**config.mk**
```make
export PLATFORM = sky130hd
export DESIGN_NAME = text_screen_ctrl
export DESIGN_NICKNAME = d
export VERILOG_FILES = /design/src/rtl/text_screen_ctrl.sv
export SDC_FILE = /design/constraint.sdc
export NUM_CORES = 1
export LEC_CHECK = 0
export ABC_AREA = 1
export CAP_MARGIN = 40
export CORE_MARGIN = 5
export CORE_UTILIZATION = 42
export DETAILED_ROUTE_END_ITERATION = 12
export GPL_TIMING_DRIVEN = 0
export PLACE_DENSITY_LB_ADDON = 0.2
export SLEW_MARGIN = 20
export SYNTH_ARGS = -nofsm -noshare
export SYNTH_HDL_FRONTEND = slang
export SYNTH_SLANG_ARGS = --single-unit
```
**constraint.sdc**
```tcl
create_clock -name clk -period 2.7 [get_ports clk]
set_clock_uncertainty 0.1 [all_clocks]
set_input_delay 0.81 -clock clk [delete_from_list [all_inputs] [get_ports clk]]
set_output_delay 0.81 -clock clk [all_outputs]
set_load 0.03 [all_outputs]
```
**src/rtl/text_screen_ctrl.sv**
```systemverilog
// Game-screen sequencer (TITLE -> COUNT -> PLAY -> OVER) and shared font-ROM
// arbiter for the text overlays. The overlay request is delayed one cycle so
// it lines up with the synchronous font ROM read data.
//
// state   | meaning
// --------+-----------------------------------------------------------
// S_TITLE | title screen, waiting for a start press
// S_COUNT | countdown, digit steps down every FRAMES_PER_SEC frame ticks
// S_PLAY  | game running, waiting for a crash
// S_OVER  | game over, start press accepted once the hold time has passed
module text_screen_ctrl #(
    parameter int FRAMES_PER_SEC   = 60,
    parameter int COUNT_START      = 3,
    parameter int OVER_HOLD_FRAMES = 120
) (
    input  logic        clk,
    input  logic        reset_n,
    input  logic        tick_frame,
    input  logic        btn_start,
    input  logic        crash,
    input  logic        start_on,
    input  logic [10:0] start_rom_addr,
    input  logic [2:0]  start_bit_addr,
    input  logic        cnt_on,
    input  logic [10:0] cnt_rom_addr,
    input  logic [2:0]  cnt_bit_addr,
    input  logic        over_on,
    input  logic [10:0] over_rom_addr,
    input  logic [2:0]  over_bit_addr,
    input  logic [7:0]  font_word,
    output logic        start_en,
    output logic        cnt_en,
    output logic        over_en,
    output logic        game_run,
    output logic [1:0]  cnt_digit,
    output logic [10:0] font_rom_addr,
    output logic        text_pixel
);

    localparam int FC_W = $clog2(FRAMES_PER_SEC + 1);
    localparam int HC_W = $clog2(OVER_HOLD_FRAMES + 1);

    typedef enum logic [1:0] {S_TITLE, S_COUNT, S_PLAY, S_OVER} state_e;

    state_e            state_q, state_d;
    logic [FC_W-1:0]   frame_cnt_q, frame_cnt_d;
    logic [HC_W-1:0]   hold_cnt_q, hold_cnt_d;
    logic [1:0]        digit_q, digit_d;
    logic              btn_q;
    logic              text_on_q;
    logic [2:0]        bit_q;
    logic              press;
    logic              req_any;
    logic [2:0]        bit_sel;

    // btn_q resets high so a button held through reset is not seen as a press
    assign press = btn_start & ~btn_q;

    // State, counters, button history and the one-cycle overlay pipeline
    always_ff @(posedge clk) begin
        if (!reset_n) begin
            state_q     <= S_TITLE;
            frame_cnt_q <= '0;
            hold_cnt_q  <= '0;
            digit_q     <= '0;
            btn_q       <= 1'b1;
            text_on_q   <= 1'b0;
            bit_q       <= '0;
        end else begin
            state_q     <= state_d;
            frame_cnt_q <= frame_cnt_d;
            hold_cnt_q  <= hold_cnt_d;
            digit_q     <= digit_d;
            btn_q       <= btn_start;
            text_on_q   <= req_any;
            bit_q       <= bit_sel;
        end
    end

    // Screen sequencing: next state and counter updates
    always_comb begin
        state_d     = state_q;
        frame_cnt_d = frame_cnt_q;
        hold_cnt_d  = hold_cnt_q;
        digit_d     = digit_q;
        unique case (state_q)
            S_TITLE: begin
                if (press) begin
                    state_d     = S_COUNT;
                    digit_d     = 2'(COUNT_START);
                    frame_cnt_d = '0;
                end
            end
            S_COUNT: begin
                if (tick_frame) begin
                    if (frame_cnt_q == FC_W'(FRAMES_PER_SEC - 1)) begin
                        frame_cnt_d = '0;
                        if (digit_q == 2'd1) begin
                            state_d = S_PLAY;
                            digit_d = 2'd0;
                        end else if (digit_q != 2'd0) begin
                            digit_d = digit_q - 2'd1;
                        end
                    end else begin
                        frame_cnt_d = frame_cnt_q + FC_W'(1);
                    end
                end
            end
            S_PLAY: begin
                if (crash) begin
                    state_d    = S_OVER;
                    hold_cnt_d = '0;
                end
            end
            S_OVER: begin
                if (tick_frame && (hold_cnt_q != HC_W'(OVER_HOLD_FRAMES))) begin
                    hold_cnt_d = hold_cnt_q + HC_W'(1);
                end
                // presses before the hold expires are simply dropped
                if (press && (hold_cnt_q == HC_W'(OVER_HOLD_FRAMES))) begin
                    state_d = S_TITLE;
                end
            end
            default: state_d = S_TITLE;
        endcase
    end

    assign start_en  = (state_q == S_TITLE);
    assign cnt_en    = (state_q == S_COUNT);
    assign over_en   = (state_q == S_OVER);
    assign game_run  = (state_q == S_PLAY);
    assign cnt_digit = digit_q;

    // Fixed-priority font ROM arbiter: over > countdown > title
    always_comb begin
        font_rom_addr = 11'h000;
        bit_sel       = 3'd0;
        req_any       = 1'b0;
        if (over_on && over_en) begin
            font_rom_addr = over_rom_addr;
            bit_sel       = over_bit_addr;
            req_any       = 1'b1;
        end else if (cnt_on && cnt_en) begin
            font_rom_addr = cnt_rom_addr;
            bit_sel       = cnt_bit_addr;
            req_any       = 1'b1;
        end else if (start_on && start_en) begin
            font_rom_addr = start_rom_addr;
            bit_sel       = start_bit_addr;
            req_any       = 1'b1;
        end
    end

    // Glyph column 0 is the MSB of the font word
    assign text_pixel = text_on_q & font_word[~bit_q];

endmodule

```
* Yosys cells after proc, flatten, opt, wreduce, memory -nomap -nowiden
Cells that the tools add are included.
Word-level totals: register bits after elaboration 22, bits of input ports 58, output and inout bits 18
Cells by class: add/subtract/negate cells 3, $lt $le $gt $ge 1, eq/ne operators 15, muxes and demuxes 31, bitwise operators 4, reductions and logical operators 13
Operator list (count):
- $mux W11 | 3
- $mux W2 | 11
- $mux W6 | 3
- $mux W7 | 2
- $pmux W7 S2 | 1
- $pmux W6 S2 | 1
- $ne A2 B1 Y1 const B | 5
- $mux W3 | 3
- $pmux W2 S4 | 1
- $add A7 B1 Y7 const B | 1
- $eq A7 B7 Y1 const B | 1
- $ne A7 B7 Y1 const B | 1
- $add A6 B1 Y6 const B | 1
- $eq A6 B6 Y1 const B | 1
- $reduce_and A3 Y1 | 2
- $reduce_and A6 Y1 | 1
- $reduce_bool A2 Y1 | 3
- $logic_and A1 B1 Y1 | 5
- $reduce_and A5 Y1 | 1
- $eq A2 B1 Y1 const B | 2
- $eq A2 B2 Y1 const B | 2
- $lt A3 B4 Y1 const B | 1
- $mux W1 | 4
- $ne A2 B2 Y1 const B | 2
- other kinds (8) | 9

* Depth between registers and ports, before layout
word-level depth 6, mapped depth 11, mapped depth without buffers 11

* Least setup slack after synthesis
OpenSTA, ideal clock, no wires.
kind reg-to-output, start reg state_q[1], end out font_rom_addr[0], data arrival time 1.974 ns, slack -0.184 ns, cell stages (with the launch flop) 8, path buffers 1, cells stage by stage dfxtp_1 inv_1 ha_1 nand2_2 inv_2 buf_4 nand2_1 a31oi_1
RTL lines:
- from (decl) | RTL line 45 | state_e state_q, state_d;
- from (signal assigned) | RTL line 70 | state_q <= state_d;
- $eq A2 B1 Y1 | RTL line 129 | assign cnt_en = (state_q == S_COUNT);
- via cnt_en | RTL line 32 | output logic cnt_en,
- $logic_and A1 B1 Y1 | RTL line 143 | end else if (cnt_on && cnt_en) begin
- $mux W11 | RTL line 143
- $mux W11 | RTL line 139 | if (over_on && over_en) begin
- to (decl) | RTL line 36 | output logic [10:0] font_rom_addr,
The timed path passes the listed nets, and every way through them passes these cells.

* Final worst setup path
start in start_rom_addr[9], end out font_rom_addr[9]
Between the ends: word-level cells in the longest chain between the ends 3
Ends and longest elaborated chain:
- from (decl) | RTL line 22 | input logic [10:0] start_rom_addr,
- $mux W11 | RTL line 147 | end else if (start_on && start_en) begin
- $mux W11 | RTL line 143
- $mux W11 | RTL line 139
No other way between the ends.

==> metrics.cfg <==
[global_routing]
grt_pass1_wl_mm=10.4
grt_antenna_before_repair=0
top_usage_layer=met2
grt_max_degree=13
grt_use_met3=0.0455
grt_pass1_vias=2245
gr-usage-all-layers=0.253
global_route.overflow_total=0
globalRouteMet1Util=0.257
grt.met2_usage=0.484

[yosys]
post_synth_num_cell_types=30
synth-seq-area-share=0.263
syn-instance-count=268
synth_nets=335
synthesis.area_per_instance_um2=6.25
synthesis.area_um2=1670
synth_top_cell_by_area=sky130_fd_sc_hd__dfxtp_1
ys_seq_elements=22
yosys-top-cells-area=sky130_fd_sc_hd__dfxtp_1 (26%), sky130_fd_sc_hd__nand2_1 (14%), sky130_fd_sc_hd__nor2_1 (9.4%)
synth_top_cell_area_share=0.263
yosysWarningCount=0

[detailed_routing]
vias_per_cell=5.52
postRouteAntennaNets=0
avgRoutedWirePerCell_um=17.8
totalWireLength_mm=7.36
first_iter_violations=113
detailed_route_drc_error_count=0
route.vias.total=2278
detailedRoute.firstPassIterationCount=4

[worst_setup_path]
cell_with_the_biggest_individual_delay_on_the_critical_path=sky130_fd_sc_hd__clkdlybuf4s50_1
regToRegSetupSlack_ns=0.87
worst_ep_required_time_ns=1.79
timing.critical_path.cells=clkdlybuf4s50_1 -> nand3_4 -> a31oi_4 -> buf_6
worst-r2r-cell-count=7
cp_max_fo=1
critical_path_arrival_ns=1.82
crit_path_end_kind=output pin
critPathKind=in2out
critical_path.reg2reg.startpoint=state_q[0]
crit_path_max_incr_delay_ns=0.56
critPathLaunchType=input pin
timing.rr.end=hold_cnt_q[6]

[sta]
max_freq_ghz=0.366
finalSetupTns_ns=-0.0344
min_period_over_period=1.01
post-route-worst-setup-slack_ns=-0.0344
worst-slew-pin-transition_ns=0.358
finalSetupViolCount=1
timing_hold_violations_final=0
slew_viol_final=0
period_minus_slack_ns=2.73
relSlewSlack=0.760

[pwr]
total_leakage_power_nw=1.32
power_density_nw_per_um2=636
vdd_ir_drop_max_v=0.000433

[clocking]
clock_latency_ns=0.27
tritoncts=done
clock_path_buffers=2
cts-buffers-inserted=3
worst_setup_hold_path_clk_slew_ns=0.08
clock_sinks=22
clockRootBuffer=sky130_fd_sc_hd__clkbuf_8
hold_bufs_inserted_after_cts=0
htreeDepth=1

[place]
place_inst=393
io_buffer_count=75
dpl.hpwl_mm=3.96
gpl.final_weighted_congestion=0.901
dpl_worst_slack_ns=-1.10

[final_layout]
layout_commonest_cell=sky130_fd_sc_hd__nand2_1
layout-drive-gt1-share=0.278
post_layout_net_count=431
final-instance-count-excl-fill=413
antenna_diodes=0
final_cell_mix=sky130_fd_sc_hd__nand2_1 (56), sky130_fd_sc_hd__clkdlybuf4s50_1 (52), sky130_fd_sc_hd__nor2_1 (37)
area_delta_synth_final_pct=87.9
filler_cell_count=245

[status]
status=finished with violations
failed_checks=setup timing

[floorplan]
chipHeight_um=73.1
die_width_um=73.1
io_pins=76
dieArea_um2=5350
initial_utilization=0.425
fp-row-count=23
core_area_um2=3940

[hold_path]
worst_hold_path.endpoint=frame_cnt_q[4]
worst_hold_path_type=reg2reg
holdPathStages=2
hold_start=frame_cnt_q[4]

[job]
timing.max_cap.violations=0

==> cell families after synthesis <==
kind of cell               after synthesis  synth area share
buffers and inverters                   42             0.102
AOI/OAI and AO/OA                       38             0.134
DFF                                     22             0.263
adders and majority gates                9            0.0673
xor gates and xnor gates                 2            0.0105
and+or+nand+nor                        155             0.424
==> worst max-delay path: cells and delay by family <==
family                 cells  cell delay (ns)
AOI/OAI and AO/OA          1             0.19
and+or+nand+nor            1             0.10
buffers and inverters      2             0.72
==> flip-flops by register name, summed over array words and instances, names as in the netlist <==
| signal | cells |
|---|---|
| cnt_digit | 2 |
| state_q | 2 |
| btn_q | 1 |
| text_on_q | 1 |
| bit_q | 3 |
| hold_cnt_q | 7 |
| frame_cnt_q | 6 |
==> worst max-delay path by stage <==
| stage | startpoint | endpoint | cells past startpoint |
|---|---|---|---|
| 2_1_floorplan | state_q[0] | font_rom_addr[0] | 7 |
| 4_1_cts | state_q[1] | font_rom_addr[2] | 8 |
| 3_3_place_gp | start_on | font_rom_addr[0] | 7 |
| 5_1_grt | start_rom_addr[9] | font_rom_addr[9] | 4 |
| 3_5_place_dp | start_on | font_rom_addr[6] | 7 |
| 6_report | start_rom_addr[9] | font_rom_addr[9] | 4 |
==> power breakdown <==
part,internal (mW),switching [mW]
Sequential,0.388,0.0658
Clock,0.130,0.112
Combinational,0.568,0.738
==> area by class of cell <==
| class | instances | area (um2) | area share |
|---|---|---|---|
| multi-input combinational | 204 | 1400 | 0.444 |
| clock buffer | 4 | 55.1 | 0.0175 |
| tap | 50 | 62.6 | 0.0199 |
| buffer | 9 | 119 | 0.0378 |
| inverter | 33 | 134 | 0.0426 |
| timing repair buffer | 91 | 932 | 0.296 |
| sequential | 22 | 445 | 0.142 |
==> cell usage after synthesis, drive strengths merged <==
library cell,count
clkbuf,2
o211ai,1
or2,2
xor2,1
a31oi,14
nand4,4
xnor2,1
nand3,32
o21ai,14
inv,33
nor3,1
nand2,68
nor2,47
dfxtp,22
o21a,1
a21oi,8
ha,9
nor3b,1
buf,7
==> what timing repair did <==
| action | 4_1_cts | 5_1_grt |
|---|---|---|
| gates resized for setup | 157 | 36 |
| cloned | 4 | 0 |
| endpoints found under the setup margin | 12 | 13 |
| buffers inserted | 9 | 3 |
| pin swaps | 22 | 11 |
==> metrics by stage <==
stage	hold WS [ns]	power [mW]	area, um2	util
after floorplan	0.340	1.09	1750	-
after global placement	0.356	1.42	2560	0.649
after detailed placement	0.357	1.43	2560	0.649
after CTS	0.369	1.87	3030	0.767
after global routing	0.410	2.12	3150	0.798
final	0.367	2.00	3150	0.798
==> routing by layer <==
metal	routed length (um)	part of all wire
met5	0	0
met4	443	0.060
met3	473	0.064
met2	4020	0.55
met1	2420	0.33
Power figures use the tool's default switching activity.
